[config.mk]
export PLATFORM = sky130hd
export DESIGN_NAME = sap1_controller_sequencer
export DESIGN_NICKNAME = d
export VERILOG_FILES = /design/src/rtl/sap1_pkg.sv /design/src/rtl/sap1_controller_sequencer_ring_counter_6.sv /design/src/rtl/sap1_controller_sequencer.sv
export SDC_FILE = /design/constraint.sdc
export NUM_CORES = 1
export LEC_CHECK = 0
export ABC_AREA = 1
export ABC_CLOCK_PERIOD_IN_PS = 2000
export CAP_MARGIN = 10
export CORE_AREA = 8 8 52 70
export CTS_CLUSTER_SIZE = 25
export DETAILED_ROUTE_END_ITERATION = 12
export DIE_AREA = 0 0 60 78
export SETUP_SLACK_MARGIN = 0.5
export SLEW_MARGIN = 15
export SYNTH_ARGS = -nofsm -noshare
export SYNTH_HDL_FRONTEND = slang
export SYNTH_SLANG_ARGS = --single-unit
[constraint.sdc]
create_clock -name clk -period 2 [get_ports clk]
set_input_delay 0.5 -clock clk [delete_from_list [all_inputs] [get_ports clk]]
set_output_delay 0.5 -clock clk [all_outputs]
set_load 0.02 [all_outputs]
[src/rtl/sap1_pkg.sv]
// sap1_pkg: shared definitions for the SAP-1 controller/sequencer.
//   - Opcode encodings (IR[7:4]).
//   - Control-word bit indices, MSB first:
//     {cp, ep, lm_n, ce_n, li_n, ei_n, la_n, ea, su, eu, lb_n, lo_n}.
//   - Control-word constants for every ring state / instruction.
//   - One-hot ring state encoding (T1..T6).
package sap1_pkg;

  localparam logic [3:0] OP_LDA = 4'b0000;
  localparam logic [3:0] OP_ADD = 4'b0001;
  localparam logic [3:0] OP_SUB = 4'b0010;
  localparam logic [3:0] OP_OUT = 4'b1110;
  localparam logic [3:0] OP_HLT = 4'b1111;

  localparam int CW_CP   = 11;
  localparam int CW_EP   = 10;
  localparam int CW_LM_N = 9;
  localparam int CW_CE_N = 8;
  localparam int CW_LI_N = 7;
  localparam int CW_EI_N = 6;
  localparam int CW_LA_N = 5;
  localparam int CW_EA   = 4;
  localparam int CW_SU   = 3;
  localparam int CW_EU   = 2;
  localparam int CW_LB_N = 1;
  localparam int CW_LO_N = 0;

  // All strobes inactive: every active-low load enable high, every bus driver off.
  localparam logic [11:0] CW_IDLE      = 12'h3E3;
  localparam logic [11:0] CW_FETCH_T1  = 12'h5E3; // ep, lm_n: PC -> MAR
  localparam logic [11:0] CW_FETCH_T2  = 12'hBE3; // cp: PC increment
  localparam logic [11:0] CW_FETCH_T3  = 12'h263; // ce_n, li_n: RAM -> IR
  localparam logic [11:0] CW_ADDR_T4   = 12'h1A3; // ei_n, lm_n: IR operand -> MAR
  localparam logic [11:0] CW_LDA_T5    = 12'h2C3; // ce_n, la_n: RAM -> A
  localparam logic [11:0] CW_MEM_TO_B  = 12'h2E1; // ce_n, lb_n: RAM -> B
  localparam logic [11:0] CW_ADD_T6    = 12'h3C7; // eu, la_n: sum -> A
  localparam logic [11:0] CW_SUB_T6    = 12'h3CF; // su, eu, la_n: difference -> A
  localparam logic [11:0] CW_OUT_T4    = 12'h3F2; // ea, lo_n: A -> output register

  typedef enum logic [5:0] {
    T1 = 6'b000001,
    T2 = 6'b000010,
    T3 = 6'b000100,
    T4 = 6'b001000,
    T5 = 6'b010000,
    T6 = 6'b100000
  } t_state_e;

endpackage

[src/rtl/sap1_controller_sequencer_ring_counter_6.sv]
// ring_counter_6: one-hot six-state ring counter T1 -> ... -> T6 -> T1.
// Ports:
//   clk     in   system clock
//   clr     in   asynchronous active-low reset, returns the ring to T1
//   en      in   1 = advance one state on the rising edge, 0 = hold
//   t_state out  current one-hot state (bit0 = T1)
module ring_counter_6
  import sap1_pkg::*;
(
  input  logic       clk,
  input  logic       clr,
  input  logic       en,
  output t_state_e   t_state
);

  t_state_e state_reg;
  t_state_e state_next;

  always_ff @(posedge clk or negedge clr) begin
    if (!clr) begin
      state_reg <= T1;
    end else begin
      state_reg <= state_next;
    end
  end

  always_comb begin
    state_next = state_reg;
    if (en) begin
      case (state_reg)
        T1:      state_next = T2;
        T2:      state_next = T3;
        T3:      state_next = T4;
        T4:      state_next = T5;
        T5:      state_next = T6;
        T6:      state_next = T1;
        // Any non-one-hot value (e.g. after an upset) recovers to T1.
        default: state_next = T1;
      endcase
    end
  end

  assign t_state = state_reg;

endmodule

[src/rtl/sap1_controller_sequencer.sv]
// sap1_controller_sequencer: SAP-1 control unit.
// Sequences fetch (T1..T3) and execute (T4..T6) and decodes the opcode into
// the 12-bit control word driving the datapath.
// Ports:
//   clk     in   system clock
//   clr     in   asynchronous active-low reset
//   run     in   1 = sequence, 0 = hold state with an idle control word
//   opcode  in   IR[7:4], meaningful from T4 on
//   con     out  control word {cp, ep, lm_n, ce_n, li_n, ei_n, la_n, ea, su, eu, lb_n, lo_n}
//   t_state out  one-hot ring state, bit0 = T1
//   halted  out  set when HLT executes, cleared only by clr
module sap1_controller_sequencer
  import sap1_pkg::*;
(
  input  logic        clk,
  input  logic        clr,
  input  logic        run,
  input  logic [3:0]  opcode,
  output logic [11:0] con,
  output logic [5:0]  t_state,
  output logic        halted
);

  t_state_e    ring_state;
  logic        halted_reg;
  logic        halted_next;
  logic        hlt_take;
  logic        ring_en;
  logic [11:0] cw_decode;

  // HLT is only taken on an edge where the machine is actually running.
  // On that edge the ring must not advance, so the frozen state stays T4.
  assign hlt_take = run && !halted_reg && (ring_state == T4) && (opcode == OP_HLT);
  assign ring_en  = run && !halted_reg && !hlt_take;

  ring_counter_6 u_ring (
    .clk     (clk),
    .clr     (clr),
    .en      (ring_en),
    .t_state (ring_state)
  );

  always_ff @(posedge clk or negedge clr) begin
    if (!clr) begin
      halted_reg <= 1'b0;
    end else begin
      halted_reg <= halted_next;
    end
  end

  always_comb begin
    halted_next = halted_reg | hlt_take;
  end

  // Fetch words ignore opcode; execute words select on it.
  always_comb begin
    cw_decode = CW_IDLE;
    case (ring_state)
      T1: cw_decode = CW_FETCH_T1;
      T2: cw_decode = CW_FETCH_T2;
      T3: cw_decode = CW_FETCH_T3;
      T4: begin
        case (opcode)
          OP_LDA, OP_ADD, OP_SUB: cw_decode = CW_ADDR_T4;
          OP_OUT:                 cw_decode = CW_OUT_T4;
          default:                cw_decode = CW_IDLE;
        endcase
      end
      T5: begin
        case (opcode)
          OP_LDA:         cw_decode = CW_LDA_T5;
          OP_ADD, OP_SUB: cw_decode = CW_MEM_TO_B;
          default:        cw_decode = CW_IDLE;
        endcase
      end
      T6: begin
        case (opcode)
          OP_ADD:  cw_decode = CW_ADD_T6;
          OP_SUB:  cw_decode = CW_SUB_T6;
          default: cw_decode = CW_IDLE;
        endcase
      end
      default: cw_decode = CW_IDLE;
    endcase
  end

  // clr gates the word directly so no strobe is asserted while reset is held,
  // independent of how quickly the ring register clears.
  always_comb begin
    con = CW_IDLE;
    if (clr && run && !halted_reg) begin
      con = cw_decode;
    end
  end

  assign t_state = ring_state;
  assign halted  = halted_reg;

endmodule

After elaboration in Yosys (flattened, before gate mapping)
Cells that the tools add are included.

storage, ports and cells
  output and inout port bits = 19
  logic and storage cells = 30
  register bits = 7

cells by class
  reduce and logical (&&, ||, !) cells = 11
  muxes and demuxes = 6
  bitwise operators = 1
  eq/ne operators = 10

operator list
  operator                                                          number
  12-bit case mux with 6 select lines                               1
  6-bit case mux with 5 select lines                                1
  10-bit case mux with 2 select lines                               1
  9-bit case mux with 2 select lines                                1
  12-bit two-way mux                                                1
  6-bit case mux with 2 select lines                                1
  4-bit == test (second input constant)                             2
  6-bit by 1-bit == test with 1-bit output (second input constant)  1
  6-bit by 2-bit == test with 1-bit output (second input constant)  1
  6-bit by 3-bit == test with 1-bit output (second input constant)  1
  6-bit by 4-bit == test with 1-bit output (second input constant)  1
  6-bit by 5-bit == test with 1-bit output (second input constant)  1
  6-bit == test (second input constant)                             1
  1-bit logical AND                                                 6
  4-bit by 1-bit == test with 1-bit output (second input constant)  1
  4-bit by 2-bit == test with 1-bit output (second input constant)  1
  4-bit logical NOT                                                 1
  3-bit OR reduction                                                1
  1-bit logical NOT                                                 2
  2-bit OR reduction                                                1
  1-bit OR                                                          1

Logic depth before layout (Yosys ltp)
Gate-level depths: netlist of run 1.

  depth in word-level cells = 6
  mapped depth = 8

Cells and area by module
Synthesis of run 1 repeated with hierarchy kept, for this count alone.

second synthesis, totals
  cells, all modules = 123
  area total of the unflattened synthesis = 748.2 um^2

modules (own cells, without submodules)
  module                     cells each  times used  area an instance (um^2)
  sap1_controller_sequencer  83          1           439.2
  ring_counter_6             40          1           309.0

Least setup slack after synthesis of run 1
Ideal clock, no wire load.

  path kind = input to output
  start point = in clr
  end point = out con[4]
  slack = -21 ps
  arrival = 1521 ps
  buffers on the path = 0
  cell stages on the path = 4
  data required time = 1500 ps
  cells stage by stage = nand2_1 nor2_1 inv_1 nor4_1

on the way
  word-level cells in the longest chain between the ends = 3

ends and longest elaborated chain
  what                            line                             RTL
  from (decl)                     sap1_controller_sequencer.sv:16  input logic clr,
  1-bit logical AND (2 in a row)  sap1_controller_sequencer.sv:91  if (clr && run && !halted_reg) begin
  12-bit two-way mux              sap1_controller_sequencer.sv:91
  to (decl)                       sap1_controller_sequencer.sv:19  output logic [11:0] con,

No other way between the ends.

Worst setup path after layout of run 1
  start point = reg u_ring.state_reg[2] (netlist: u_ring.t_state[2])
  end point = out con[5]

on the way
  word-level cells in the longest chain between the ends = 3
  elaborated cells between the ends (all ways) = 8
  those cells by class = 6 x eq/ne; 2 x mux

ends and longest elaborated chain
  what                                         line                                            RTL
  from (decl)                                  sap1_controller_sequencer_ring_counter_6.sv:16  t_state_e state_reg;
  from (signal assigned)                       sap1_controller_sequencer_ring_counter_6.sv:23  state_reg <= state_next;
  6-bit == test, or another cell as far along  sap1_controller_sequencer.sv:58                 case (ring_state)
  12-bit case mux with 6 select lines (*)      sap1_controller_sequencer.sv:58
  12-bit two-way mux (*)                       sap1_controller_sequencer.sv:91

Every way passes the cells marked *; elsewhere a longest branch is shown, timed or not.

==> out/summary.json, run 1 <==
{
  "cp_cell_sequence": {"value": "inv_2 > nand2_2 > nor2_4 > o21ai_4 > nand2_1 > nand3_2 > inv_2 > nand2_2 > buf_6"},
  "max-vdd-ir-drop": {"value": 312, "unit": "µV"},
  "dp.final_hpwl": {"value": 2210, "unit": "µm"},
  "drt_first_iter_violations": {"value": 19},
  "routed_wirelength": {"value": 2910, "unit": "µm"},
  "synthesis.instances": {"value": 116},
  "placed_area": {"value": 1360, "unit": "µm²"},
  "place_congestion": {"value": 0.886},
  "totalPowerFinal": {"value": 0.452, "unit": "mW"},
  "clock-sinks": {"value": 7},
  "n_fill_cell": {"value": 226},
  "endpoints_failing_hold": {"value": 0},
  "htreeDepth": {"value": 1},
  "synth_sequential_area_ratio": {"value": 0.246},
  "setup-tns-final": {"value": -0.398, "unit": "ns"},
  "final_period_utilization": {"value": 1.03},
  "largest_reg_flops": {"value": 6},
  "worst-path-buf-inv": {"value": 3},
  "sequential_cell_area": {"value": 183, "unit": "µm²"},
  "synth_cell_type_count": {"value": 19},
  "number_of_remaining_drc_errors": {"value": 0},
  "synth_area_per_cell": {"value": 6.19, "unit": "µm²"},
  "crit_end": {"value": "con[5]"},
  "chipHeight": {"value": 78, "unit": "µm"},
  "power_per_cell_area": {"value": 274, "unit": "nW/µm²"},
  "worst_slack": {"value": -0.0687, "unit": "ns"},
  "grt-ovfl-total": {"value": 0},
  "worst-slew-pin-transition": {"value": 0.313, "unit": "ns"},
  "failed_checks": {"value": "negative setup slack"},
  "detail_route.wl_per_cell": {"value": 12.9, "unit": "µm"},
  "critical_path_required": {"value": 1.50, "unit": "ns"},
  "worst_hold_path_type": {"value": "in2async"},
  "detail-route-antenna-nets": {"value": 0},
  "nets": {"value": 198},
  "synthToLayoutAreaGrowth": {"value": 130, "unit": "%"},
  "clock_latency": {"value": 0.25, "unit": "ns"},
  "core": {"value": 2620, "unit": "µm²"},
  "drt_pre_antenna_iters": {"value": 4},
  "die_width": {"value": 60, "unit": "µm"},
  "startpoint": {"value": "u_ring.t_state[2]"},
  "synth.cell_area": {"value": 718, "unit": "µm²"},
  "critical_path_depth": {"value": 9},
  "number_of_buffers_created_by_cts": {"value": 3},
  "clock_tree.root_cell": {"value": "sky130_fd_sc_hd__clkbuf_4"},
  "timing.slew.headroom": {"value": 0.791},
  "post_route_cells_drive_above_1_share": {"value": 0.742},
  "clock-skew-final": {"value": 0.00186, "unit": "ns"},
  "static-leakage-power": {"value": 0.776, "unit": "nW"},
  "synth.yosys.warnings": {"value": 0},
  "period_needed": {"value": 2.07, "unit": "ns"},
  "start_util": {"value": 0.275},
  "critPathCaptureType": {"value": "primary output"},
  "n_antenna_cell": {"value": 0},
  "worst-r2r-setup-slack": {"value": 0.58, "unit": "ns"},
  "maxCapViolations": {"value": 0},
  "io_pins": {"value": 26},
  "run_status": {"value": "finished, violations left"},
  "cp_max_fo": {"value": 4},
  "grt_start_max_net_pins": {"value": 9},
  "critical_path.slowest_cell": {"value": "sky130_fd_sc_hd__dfrtp_2"},
  "grt_pass1_wl": {"value": 4770, "unit": "µm"},
  "worst_path_dominant_cell_family": {"value": "flip-flops"},
  "clk_pin_slew": {"value": 0.05, "unit": "ns"},
  "num_rows": {"value": 22},
  "first_global_vias": {"value": 1073},
  "fin_area": {"value": 1650, "unit": "µm²"},
  "detailroute.via_count": {"value": 1038},
  "unrepaired_setup_endpoints_after_global_routing": {"value": "true"},
  "worstSetupStartpointType": {"value": "flip-flop"},
  "floorplan.die_area": {"value": 4680, "unit": "µm²"},
  "timing.reg2reg.worst_path_depth": {"value": 9},
  "mappedNetlistNets": {"value": 123},
  "multi_input_comb_area": {"value": 703, "unit": "µm²"},
  "clock_path_buffers": {"value": 2},
  "timing_max_transition_violations_final": {"value": 0},
  "cts_tree": {"value": "built"},
  "pre_cts_slack": {"value": -0.775, "unit": "ns"},
  "maximum_achievable_frequency": {"value": 483, "unit": "MHz"},
  "crit_path_max_incr_delay": {"value": 0.47, "unit": "ns"},
  "whs": {"value": 0.206, "unit": "ns"},
  "worst_r2r_endpoint": {"value": "u_ring.t_state[0]"},
  "r2r-start": {"value": "u_ring.t_state[1]"},
  "globalRouteTotalUtil": {"value": 0.129},
  "synth-seq-cells": {"value": 7},
  "grt_antenna_before_repair": {"value": 0},
  "timing.final.setup_violations": {"value": 9},
  "arrival": {"value": 1.57, "unit": "ns"},
  "post_drt_via_cell_ratio": {"value": 4.59},
  "port-buffer-count": {"value": 25},
  "timing.setup.critical_path_class": {"value": "reg2out"}
}
## final cells by class
| cell class | instances | area share |
|---|---|---|
| Timing Repair Buffer | 70 | 0.378 |
| Clock buffer | 4 | 0.0159 |
| Sequential cell | 7 | 0.111 |
| Tap cell | 36 | 0.0273 |
| Multi-Input combinational cell | 91 | 0.426 |
| Inverter | 18 | 0.0425 |
## worst min-delay path by stage
stage          slack (ns)                 to         startpoint
2_1_floorplan        0.20             halted                clr
3_3_place_gp         0.51  u_ring.t_state[0]  u_ring.t_state[0]
3_5_place_dp         0.52  u_ring.t_state[0]  u_ring.t_state[0]
4_1_cts              0.20  u_ring.t_state[5]                clr
5_1_grt              0.20  u_ring.t_state[5]                clr
6_report             0.21  u_ring.t_state[5]                clr
## cells in the final DEF, fill, tap and decap left out, types with 3 or more instances in the layout
| master | netlist | layout |
|---|---|---|
| sky130_fd_sc_hd__nand2_1 | 32 | 18 |
| sky130_fd_sc_hd__dfrtp_2 | 0 | 5 |
| sky130_fd_sc_hd__clkbuf_4 | 0 | 3 |
| sky130_fd_sc_hd__nand4_1 | 3 | 3 |
| sky130_fd_sc_hd__buf_4 | 0 | 40 |
| sky130_fd_sc_hd__inv_1 | 12 | 5 |
| sky130_fd_sc_hd__clkbuf_2 | 0 | 3 |
| sky130_fd_sc_hd__nor2_1 | 22 | 12 |
| sky130_fd_sc_hd__nand2_2 | 2 | 13 |
| sky130_fd_sc_hd__inv_2 | 6 | 12 |
| sky130_fd_sc_hd__nand2_4 | 1 | 4 |
| sky130_fd_sc_hd__nor2_4 | 4 | 16 |
| sky130_fd_sc_hd__buf_6 | 0 | 20 |
| sky130_fd_sc_hd__o21ai_1 | 6 | 5 |
| sky130_fd_sc_hd__nand3_2 | 2 | 5 |
## per-stage QoR
stage / util / instances
final: 0.631 / 226
after global routing: 0.631 / 226
after CTS: 0.591 / 221
after detailed placement: 0.519 / 208
after global placement: 0.519 / 208
after floorplan: - / 116
## kinds of logic (layout without fill, tap and decap cells)
logic type / count (synthesis) / in the layout / share of synthesized area
and+or+nand+nor: 79 / 79 / 0.542
buffers and inverters: 18 / 92 / 0.0941
AOI/OAI and AO/OA: 12 / 12 / 0.118
DFF: 7 / 7 / 0.246
## power by group
part	switching [mW]	internal [mW]	leakage, nW	total (mW)
Clock	0.0525	0.0762	0.0150	0.129
Sequential	0.0111	0.148	0.0723	0.159
Combinational	0.0870	0.0767	0.688	0.164
Total	0.151	0.301	0.776	0.452
## timing repair
action | in CTS | in global routing
setup buffers | 9 | 5
gates resized for setup | 141 | 28
hold buffers | 0 | 0
pin swaps | 22 | 14
endpoints found under the setup margin | 26 | 23
## per-layer routing
layer,global-route usage,vias to the layer above,routed length [µm],part of all wire
li1,-,520,-,-
met1,0.127,478,995,0.34
met2,0.235,32,1680,0.58
met3,0.0182,8,142,0.049
met4,0.0887,0,91,0.031
met5,0,-,0,0
## synth_stat cells
library cell / instances / share of area
sky130_fd_sc_hd__nand2_1: 32 / 0.17
sky130_fd_sc_hd__nor2_1: 22 / 0.11
sky130_fd_sc_hd__inv_1: 12 / 0.063
sky130_fd_sc_hd__nand3_1: 7 / 0.049
sky130_fd_sc_hd__dfrtp_1: 6 / 0.21
sky130_fd_sc_hd__inv_2: 6 / 0.031
sky130_fd_sc_hd__o21ai_1: 6 / 0.042
sky130_fd_sc_hd__nor2_2: 4 / 0.035
sky130_fd_sc_hd__nor2_4: 4 / 0.063
sky130_fd_sc_hd__nand4_1: 3 / 0.026
sky130_fd_sc_hd__o21ai_2: 3 / 0.037
sky130_fd_sc_hd__a21oi_1: 2 / 0.014
sky130_fd_sc_hd__nand2_2: 2 / 0.017
sky130_fd_sc_hd__nand3_2: 2 / 0.028
sky130_fd_sc_hd__a21boi_4: 1 / 0.026
sky130_fd_sc_hd__dfstp_2: 1 / 0.037
sky130_fd_sc_hd__nand2_4: 1 / 0.016
sky130_fd_sc_hd__nor4_1: 1 / 0.0087
sky130_fd_sc_hd__nor4_2: 1 / 0.017
Note: power is estimated with default switching activity, not from simulation.
==> run 2, diff against run 1 <==
--- a/config.mk
+++ b/config.mk
@@ -8,5 +8,5 @@
 export ABC_AREA = 1
 export ABC_CLOCK_PERIOD_IN_PS = 2000
-export CAP_MARGIN = 10
+export CAP_MARGIN = 0
 export CORE_AREA = 8 8 52 70
 export CTS_CLUSTER_SIZE = 25
==> constraint.sdc (replaced) <==
create_clock -name clk -period 2 [get_ports clk]
set_input_delay 0.3 -clock clk [delete_from_list [all_inputs] [get_ports clk]]
set_output_delay 0.3 -clock clk [all_outputs]
set_load 0.02 [all_outputs]
==> out/summary.json, run 2 (synthesized netlist as in run 1, its figures left out) <==
{
  "power.internal": {"value": 0.283, "unit": "mW", "change": "was 0.301 mW"},
  "worst_path_dominant_cell_family": {"value": "flip-flops", "change": "unchanged"},
  "holdBufCountCts": {"value": 0, "change": "unchanged"},
  "p_sw_frac": {"value": 0.337, "change": "was 0.334"},
  "clk_pin_slew": {"value": 0.05, "unit": "ns", "change": "about the same"},
  "n_fill_cell": {"value": 254, "change": "was 226"},
  "totalPowerFinal": {"value": 0.427, "unit": "mW", "change": "was 0.452 mW"},
  "port-buffer-count": {"value": 25, "change": "unchanged"},
  "worst-slew-pin-transition": {"value": 0.243, "unit": "ns", "change": "was 0.313 ns"},
  "static-leakage-power": {"value": 0.674, "unit": "nW", "change": "was 0.776 nW"},
  "routed_wirelength": {"value": 2860, "unit": "µm", "change": "was 2910 µm"},
  "io_pins": {"value": 26, "change": "unchanged"},
  "timing.setup.critical_path_class": {"value": "reg2out", "change": "unchanged"},
  "post_route_cells_drive_above_1_share": {"value": 0.688, "change": "was 0.742"},
  "largest_reg_flops": {"value": 6, "change": "unchanged"},
  "drt_first_iter_violations": {"value": 23, "change": "was 19"},
  "clock-sinks": {"value": 7, "change": "unchanged"},
  "r2r-start": {"value": "u_ring.t_state[0]", "change": "was u_ring.t_state[1]"},
  "timing_max_transition_violations_final": {"value": 0, "change": "unchanged"},
  "max-vdd-ir-drop": {"value": 251, "unit": "µV", "change": "was 312 µV"},
  "clock-skew-final": {"value": 0.00527, "unit": "ns", "change": "was 0.00186 ns"},
  "place_congestion": {"value": 0.857, "change": "was 0.886"},
  "worst_hold_path_type": {"value": "in2async", "change": "unchanged"},
  "htreeDepth": {"value": 1, "change": "unchanged"},
  "n_antenna_cell": {"value": 0, "change": "unchanged"},
  "timing.slew.headroom": {"value": 0.837, "change": "was 0.791"},
  "pre_cts_slack": {"value": -0.438, "unit": "ns", "change": "was -0.775 ns"},
  "unrepaired_setup_endpoints_after_global_routing": {"value": "true", "change": "unchanged"},
  "dp.final_hpwl": {"value": 2030, "unit": "µm", "change": "was 2210 µm"},
  "core": {"value": 2620, "unit": "µm²", "change": "unchanged"},
  "clock_path_buffers": {"value": 2, "change": "unchanged"},
  "nets": {"value": 178, "change": "was 198"},
  "worstSetupStartpointType": {"value": "flip-flop", "change": "unchanged"},
  "worst_slack": {"value": 0.0761, "unit": "ns", "change": "was -0.0687 ns"},
  "endpoints_failing_hold": {"value": 0, "change": "unchanged"},
  "clock_latency": {"value": 0.25, "unit": "ns", "change": "about the same"},
  "num_rows": {"value": 22, "change": "unchanged"},
  "timing.final.setup_violations": {"value": 0, "change": "was 9"},
  "maximum_achievable_frequency": {"value": 520, "unit": "MHz", "change": "was 483 MHz"},
  "worst-path-buf-inv": {"value": 2, "change": "was 3"},
  "critical_path.slowest_cell": {"value": "sky130_fd_sc_hd__dfstp_2", "change": "was sky130_fd_sc_hd__dfrtp_2"},
  "clock_tree.root_cell": {"value": "sky130_fd_sc_hd__clkbuf_4", "change": "unchanged"},
  "detailroute.via_count": {"value": 1011, "change": "was 1038"},
  "power_per_cell_area": {"value": 287, "unit": "nW/µm²", "change": "was 274 nW/µm²"},
  "first_global_vias": {"value": 1035, "change": "was 1073"},
  "layout.cells.most_common_list": {"value": "22 x sky130_fd_sc_hd__buf_4, 17 x sky130_fd_sc_hd__nor2_4, 16 x sky130_fd_sc_hd__nand2_2, 16 x sky130_fd_sc_hd__nand2_1, 14 x sky130_fd_sc_hd__buf_6", "change": "was 40 x sky130_fd_sc_hd__buf_4, 20 x sky130_fd_sc_hd__buf_6, 18 x sky130_fd_sc_hd__nand2_1, 16 x sky130_fd_sc_hd__nor2_4, 13 x sky130_fd_sc_hd__nand2_2"},
  "final_period_utilization": {"value": 0.962, "change": "was 1.03"},
  "drt_pre_antenna_iters": {"value": 4, "change": "unchanged"},
  "period_needed": {"value": 1.92, "unit": "ns", "change": "was 2.07 ns"},
  "chipHeight": {"value": 78, "unit": "µm", "change": "unchanged"},
  "grt_start_max_net_pins": {"value": 10, "change": "was 9"},
  "detail_route.wl_per_cell": {"value": 13.9, "unit": "µm", "change": "was 12.9 µm"},
  "critical_path_required": {"value": 1.70, "unit": "ns", "change": "was 1.50 ns"},
  "sequential_cell_area": {"value": 183, "unit": "µm²", "change": "unchanged"},
  "cp_cell_sequence": {"value": "inv_2 > nand2_2 > nor2_4 > o21ai_4 > nand2_2 > nor2_4 > nand3_2 > buf_6", "change": "was inv_2 > nand2_2 > nor2_4 > o21ai_4 > nand2_1 > nand3_2 > inv_2 > nand2_2 > buf_6"},
  "clock_power_share": {"value": 0.297, "change": "was 0.285"},
  "crit_path_max_incr_delay": {"value": 0.62, "unit": "ns", "change": "was 0.47 ns"},
  "switching_power": {"value": 0.144, "unit": "mW", "change": "was 0.151 mW"},
  "start_util": {"value": 0.275, "change": "unchanged"},
  "power.share.combinational": {"value": 0.331, "change": "was 0.362"},
  "critPathCaptureType": {"value": "primary output", "change": "unchanged"},
  "detail-route-antenna-nets": {"value": 0, "change": "unchanged"},
  "run_status": {"value": "completed", "change": "was finished, violations left"},
  "maxCapViolations": {"value": 0, "change": "unchanged"},
  "cts_tree": {"value": "built", "change": "unchanged"},
  "setup-tns-final": {"value": 0, "unit": "ns", "change": "was -0.398 ns"},
  "number_of_remaining_drc_errors": {"value": 0, "change": "unchanged"},
  "arrival": {"value": 1.62, "unit": "ns", "change": "was 1.57 ns"},
  "floorplan.die_area": {"value": 4680, "unit": "µm²", "change": "unchanged"},
  "multi_input_comb_area": {"value": 724, "unit": "µm²", "change": "was 703 µm²"},
  "grt_antenna_before_repair": {"value": 0, "change": "unchanged"},
  "grt_pass1_wl": {"value": 4330, "unit": "µm", "change": "was 4770 µm"},
  "synthToLayoutAreaGrowth": {"value": 107, "unit": "%", "change": "was 130%"},
  "die_width": {"value": 60, "unit": "µm", "change": "unchanged"},
  "cp_max_fo": {"value": 4, "change": "unchanged"},
  "post_drt_via_cell_ratio": {"value": 4.91, "change": "was 4.59"},
  "number_of_buffers_created_by_cts": {"value": 3, "change": "unchanged"},
  "share_seq_of_total_power": {"value": 0.372, "change": "was 0.353"},
  "globalRouteTotalUtil": {"value": 0.114, "change": "was 0.129"},
  "startpoint": {"value": "u_ring.t_state[0]", "change": "was u_ring.t_state[2]"},
  "grt-ovfl-total": {"value": 0, "change": "unchanged"},
  "layout_commonest_cell": {"value": "sky130_fd_sc_hd__buf_4", "change": "unchanged"}
}
run 2: cell types whose count changed in the layout (fill, tap and decap cells not counted), moves of 2 or more:
| cell | before | now |
|---|---|---|
| sky130_fd_sc_hd__nand2_2 | 13 | 16 |
| sky130_fd_sc_hd__dlygate4sd2_1 | 0 | 11 |
| sky130_fd_sc_hd__nor2_1 | 12 | 7 |
| sky130_fd_sc_hd__nand2_1 | 18 | 16 |
| sky130_fd_sc_hd__buf_4 | 40 | 22 |
| sky130_fd_sc_hd__clkbuf_2 | 3 | 0 |
| sky130_fd_sc_hd__clkdlybuf4s15_2 | 2 | 0 |
| sky130_fd_sc_hd__buf_12 | 2 | 0 |
| sky130_fd_sc_hd__nor2_2 | 2 | 6 |
| sky130_fd_sc_hd__buf_6 | 20 | 14 |
run 2: layer usage:
metal  share of wire  track usage  vias to the layer above  wire (µm)
met5               0            0                        -          0
met4           0.038       0.0480                        0        109
met3           0.045       0.0281                       12        128
met2            0.55        0.215                       36       1580
met1            0.36        0.109                      482       1040
li1                -            -                      481          -
run 2: worst paths after layout:
path / slack [ns] / endpoint / cells after the start
worst max-delay path: 0.08 / con[6] / 8
worst min-delay path: 0.16 / u_ring.t_state[5] / 2
worst max register to register: 0.59 / u_ring.t_state[5] / 7
worst min register to register: 0.65 / u_ring.t_state[5] / 2
max in group asynchronous: 1.62 / u_ring.t_state[0] / 2
min in group clk: 0.59 / halted / 5
run 2: per-stage QoR:
stage	hold slack [ns]	cells	instance area (µm²)	util
after floorplan	0.00441	116	796	-
after global placement	0.595	198	1250	0.478
after detailed placement	0.608	198	1250	0.478
after CTS	0.159	204	1350	0.515
after global routing	0.163	206	1490	0.568
final	0.163	206	1490	0.568
run 2: what timing repair did:
action	4_1_cts	5_1_grt
gates cloned	0	1
pin swaps	9	15
setup buffers	2	1
resized for setup	106	34
endpoints found under the setup margin	23	17
run 2: final cells by class:
class,count,area share
well taps,36,0.0303
clock buffers,4,0.0177
flip-flops and latches,7,0.123
inverters,18,0.0472
multi-input cells,92,0.488
repair buffers,49,0.294
run 2: power by group through the flow:
stage	combinational (mW)	clock, mW	sequential [mW]
6_report	0.141	0.127	0.159
5_1_grt	0.152	0.144	0.159
4_1_cts	0.123	0.135	0.157
3_5_place_dp	0.112	0	0.159
3_3_place_gp	0.112	0	0.159
2_1_floorplan	0.0479	0	0.165
run 2: worst register-to-register path, delay by kind of cell, from the launching register on:
kind	cells	cell delay, ns
flops	1	0.62
simple gates	4	0.31
compound gates	2	0.30
buf+inv	1	0.13
